===== config.mk =====
export PLATFORM = sky130hd
export DESIGN_NAME = apb_slave_regfile
export DESIGN_NICKNAME = d
export VERILOG_FILES = /design/src/rtl/apb_slave_regfile.sv
export SDC_FILE = /design/constraint.sdc
export NUM_CORES = 1
export LEC_CHECK = 0
export BUFFER_PORTS_ARGS = -buffer_cell sky130_fd_sc_hd__buf_2
export CORE_AREA = 3 3 229 231
export DETAILED_ROUTE_END_ITERATION = 6
export DIE_AREA = 0 0 232 234
export PLACE_DENSITY = 0.66
export SETUP_SLACK_MARGIN = 0.3
export SYNTH_ARGS = -nofsm -noshare
export SYNTH_HDL_FRONTEND = slang
export SYNTH_SLANG_ARGS = --single-unit

===== constraint.sdc =====
create_clock -name PCLK -period 26.9 [get_ports PCLK]
set_input_delay 2.69 -clock PCLK [delete_from_list [all_inputs] [get_ports PCLK]]
set_output_delay 2.69 -clock PCLK [all_outputs]
set_load 0.03 [all_outputs]

===== src/rtl/apb_slave_regfile.sv =====
// APB completer holding four read-only ID words and NUM_REGS-4 read/write words,
// with a fixed number of wait states per access and a completed-transfer counter.
module apb_slave_regfile #(
  parameter int          NUM_REGS    = 16,
  parameter int          WAIT_CYCLES = 1,
  parameter logic [31:0] ID0         = 32'h00000309,
  parameter logic [31:0] ID1         = 32'h07122023,
  parameter logic [31:0] ID2         = 32'h444F4C5A,
  parameter logic [31:0] ID3         = 32'h44454E49
) (
  input  logic        PCLK,
  input  logic        PRESET,
  input  logic        PSEL,
  input  logic        PENABLE,
  input  logic        PWRITE,
  input  logic [31:0] PADDR,
  input  logic [31:0] PWDATA,
  output logic [31:0] PRDATA,
  output logic        PREADY,
  output logic        PSLVERR,
  output logic [15:0] xfer_cnt
);

  localparam logic [1:0] S_IDLE   = 2'd0;
  localparam logic [1:0] S_ACCESS = 2'd1;
  localparam logic [1:0] S_DONE   = 2'd2;

  localparam int         NUM_RW     = NUM_REGS - 4;
  localparam int         IW         = (NUM_RW > 1) ? $clog2(NUM_RW) : 1;
  localparam logic [3:0] WAIT_INIT  = 4'(WAIT_CYCLES);
  localparam logic [6:0] NUM_REGS_W = 7'(NUM_REGS);

  logic [1:0]    state;
  logic [3:0]    wait_cnt;
  logic [31:0]   addr_q;
  logic [31:0]   wdata_q;
  logic          write_q;
  logic [31:0]   rw_q [NUM_RW];

  logic [31:0]   sel_addr;
  logic          sel_write;
  logic [5:0]    sel_idx;
  logic [IW-1:0] rw_idx;
  logic          sel_err;
  logic [31:0]   sel_rdata;

  // In IDLE the live bus is decoded (zero-wait response); afterwards only the latched copy.
  always_comb begin
    sel_addr  = (state == S_IDLE) ? PADDR  : addr_q;
    sel_write = (state == S_IDLE) ? PWRITE : write_q;
    sel_idx   = sel_addr[7:2];
    rw_idx    = IW'(sel_idx - 6'd4);
    sel_err   = (sel_addr[1:0] != 2'b00) || (sel_addr[31:8] != 24'd0) ||
                ({1'b0, sel_idx} >= NUM_REGS_W) || (sel_write && (sel_idx < 6'd4));
    sel_rdata = '0;
    if (!sel_err && !sel_write) begin
      if (sel_idx < 6'd4) begin
        case (sel_idx[1:0])
          2'd0:    sel_rdata = ID0;
          2'd1:    sel_rdata = ID1;
          2'd2:    sel_rdata = ID2;
          default: sel_rdata = ID3;
        endcase
      end else begin
        sel_rdata = rw_q[rw_idx];
      end
    end
  end

  always_ff @(posedge PCLK or posedge PRESET) begin
    if (PRESET) begin
      state    <= S_IDLE;
      wait_cnt <= '0;
      addr_q   <= '0;
      wdata_q  <= '0;
      write_q  <= 1'b0;
      PRDATA   <= '0;
      PREADY   <= 1'b0;
      PSLVERR  <= 1'b0;
      xfer_cnt <= '0;
      for (int i = 0; i < NUM_RW; i++) rw_q[i] <= '0;
    end else begin
      case (state)
        S_IDLE: begin
          if (PSEL && !PENABLE) begin
            addr_q   <= PADDR;
            write_q  <= PWRITE;
            wdata_q  <= PWDATA;
            wait_cnt <= WAIT_INIT;
            if (WAIT_CYCLES == 0) begin
              PREADY  <= 1'b1;
              PSLVERR <= sel_err;
              PRDATA  <= sel_rdata;
              state   <= S_DONE;
            end else begin
              state   <= S_ACCESS;
            end
          end
        end
        S_ACCESS: begin
          if (!PSEL) begin
            state   <= S_IDLE;
            PREADY  <= 1'b0;
            PSLVERR <= 1'b0;
            PRDATA  <= '0;
          end else begin
            wait_cnt <= wait_cnt - 4'd1;
            if (wait_cnt == 4'd1) begin
              PREADY  <= 1'b1;
              PSLVERR <= sel_err;
              PRDATA  <= sel_rdata;
              state   <= S_DONE;
            end
          end
        end
        S_DONE: begin
          // Commit only if the master is still in its access phase; otherwise it is an abort.
          if (PSEL && PENABLE && PREADY) begin
            if (write_q && !PSLVERR) rw_q[rw_idx] <= wdata_q;
            xfer_cnt <= xfer_cnt + 16'd1;
          end
          state   <= S_IDLE;
          PREADY  <= 1'b0;
          PSLVERR <= 1'b0;
          PRDATA  <= '0;
        end
        default: state <= S_IDLE;
      endcase
    end
  end

endmodule

==> flow_summary.toml <==
[sta]
worst_pin_slew_ns = 1.35
rsz0062_at_grt = "false"
finalMaxSlewViolations = 0
fin_crit_sh = 0.237
setup_viol = 0
setup_tns_ns = 0
clock.fmax_ghz = 0.157
period_needed_ns = 6.36
hold_violations = 0
relSlewSlack = 0.0984
clock_skew_ns = 0.0190
worst_hold_slack_ns = 0.474

[setup_path]
cp-start-kind = "primary input"
worst-path-buf-inv = 3
arrival_ns = 6.84
crit_slowest_cell = "buf_4"
cp-end-kind = "register"
slowest_delay_ns = 0.94
cpLargestDelayFamily = "buffers and inverters"
required_ns = 27.37
critPathMaxFanout = 88
cp_cell_sequence = "buf_2 -> or3b_1 -> nand2_8 -> inv_6 -> buf_4 -> mux2i_1 -> o22a_1 -> o221ai_1 -> a22o_1"
critPathKind = "primary input to register"

[layout]
final_common_cell = "dfrtp_1"
drive_above_1_share = 0.387
layout_common_cells = "dfrtp_1, mux2_2, nand2_1"
n_fill_cell = 4378
nets = 1887
syn2layout_area_growth_pct = 13.2

[global_route]
overflow = 0
antenna_found_initial = 3
first_global_vias = 15540
grtUsageTotal = 0.218
grt_first_pass_wirelength_um = 91600
grt_start_max_net_pins = 114

[clocking]
cts.htree.levels = 2
holdBufCountCts = 0
cts_buffer_depth = 3
clk_pin_slew_ns = 0.06
cts_buffers = 54
cts_setup_buffers = 0
root_buffer = "clkbuf_16"
cts.sinks = 505
post_cts_resized = 0
cts_tree = "yes"
clock_latency_ns = 0.60

[power_and_ir_drop]
finalPower_mw = 2.09
power_density_mw_per_mm2 = 81.5
leakagePower_nw = 12.5
ir_worst_vdd_mv = 0.0510

[min_path]
hold_class = "register to register"

[floorplan]
num_io_pins = 119
core_mm2 = 0.0503
row_count = 82
initial_core_util = 0.450
dieArea_mm2 = 0.0543
die_h_um = 234
die_width_um = 232

[logic_synthesis]
synth_area_per_cell_um2 = 13.0
synth-seq-cells = 505
ys_seq_area_frac = 0.559
synth.top_cell.area_share = 0.559
synth_area_mm2 = 0.0226
synthFlopType = "dfrtp_1"
synthCells = 1742
yosysWarnings = 0
synth_top_area_cell = "dfrtp_1"
synth_edf_count = 0
synth_cell_type_count = 60
ys_async_sr_fraction = 1.00
yosys-top-cells-area = "dfrtp_1, mux2_2, mux2i_1"
syn_nets = 1825

[detailed_routing]
drt_first_pass_iters = 5
drt-initial-drc-count = 964
wl_um = 58500
drtAntennaViolNets = 0
wl_per_cell_um = 23.2
via_per_inst = 5.80
drc_errors = 0
vias = 14617

[outcome]
outcome = "finished clean"

[place]
dp_hpwl_um = 34000
port_buffers = 118
gp_congestion = 0.803

[job]
timing.max_cap.violations = 0
[registers in the layout (all words and copies together) (netlist names)]
signal,flops
rw_q,384
wait_cnt,4
PRDATA,32
wdata_q,32
PSLVERR,1
addr_q,32
write_q,1
xfer_cnt,16
PREADY,1
state,2
[final cells by class]
type,instances,area (um^2),area share
Inverter,13,61.3,0.00240
Antenna cell,3,7.51,0.000293
Clock buffer,81,1610,0.0631
Sequential cell,505,12600,0.494
Timing Repair Buffer,138,741,0.0289
Multi-Input combinational cell,1092,9460,0.370
Tap cell,672,841,0.0329
Clock inverter,18,234,0.00914
[path summary, 6_finish.rpt]
path / slack [ns] / startpoint / to / cells past startpoint
max in group asynchronous: 21.67 / PRESET / rw_q[327] / 5
max: 20.54 / PADDR[2] / PRDATA[18] / 9
min: 0.47 / xfer_cnt[15] / xfer_cnt[15] / 1
min in group asynchronous: 2.24 / PRESET / wdata_q[11] / 2
max reg2reg: 21.98 / state[1] / PRDATA[18] / 8
min reg2reg: 0.47 / xfer_cnt[15] / xfer_cnt[15] / 1
[per-layer routing]
layer / GRT usage / part of all wire / vias up
li1: - / - / 6462
met1: 0.292 / 0.44 / 7677
met2: 0.362 / 0.48 / 362
met3: 0.0332 / 0.050 / 116
met4: 0.0802 / 0.033 / 0
met5: 0 / 0 / -
[Yosys cell counts, types with 3 or more instances]
master,number
ha_1,14
xor2_1,7
mux2_2,457
a2111oi_0,7
inv_1,11
o21ai_0,43
nand2_1,169
a31oi_1,24
and2_1,3
nand3_1,41
nor4_1,12
a21oi_1,28
o22a_1,8
mux2i_1,113
xnor2_1,10
a22o_1,9
buf_2,23
buf_1,37
nand4_1,7
nor3b_1,4
a32oi_1,38
dfrtp_1,505
nor2_1,22
o221ai_1,31
buf_6,3
clkbuf_1,67
o21ai_1,7
[cell families (layout without fill, tap and decap cells)]
family	count (synthesis)	count (layout)	share of synthesized area
other	0	3	0
muxes	571	571	0.278
DFF	505	505	0.559
AOI/OAI and AO/OA	211	211	0.0663
adders and majority gates	14	14	0.00775
and+or+nand+nor	279	279	0.0555
xor gates and xnor gates	17	17	0.00658
buffers and inverters	145	250	0.0268
[stage by stage]
| stage | worst slack (ns) | cell area, um^2 | util | cells |
|---|---|---|---|---|
| after CTS | 20.62 | 25600 | 0.509 | 2519 |
| after global routing | 20.33 | 25600 | 0.509 | 2522 |
| after detailed placement | 19.98 | 23700 | 0.472 | 2420 |
| after floorplan | 10.11 | 22600 | - | 1742 |
| final | 20.54 | 25600 | 0.509 | 2522 |
| after global placement | 20.05 | 23700 | 0.472 | 2420 |
[where the power goes]
part	total [mW]	leakage [nW]	internal (mW)	switching, mW
clock	0.766	0.904	0.462	0.305
combinational	0.418	4.67	0.138	0.279
sequential	0.902	6.90	0.807	0.0951
(Power assumes the default switching activity.)
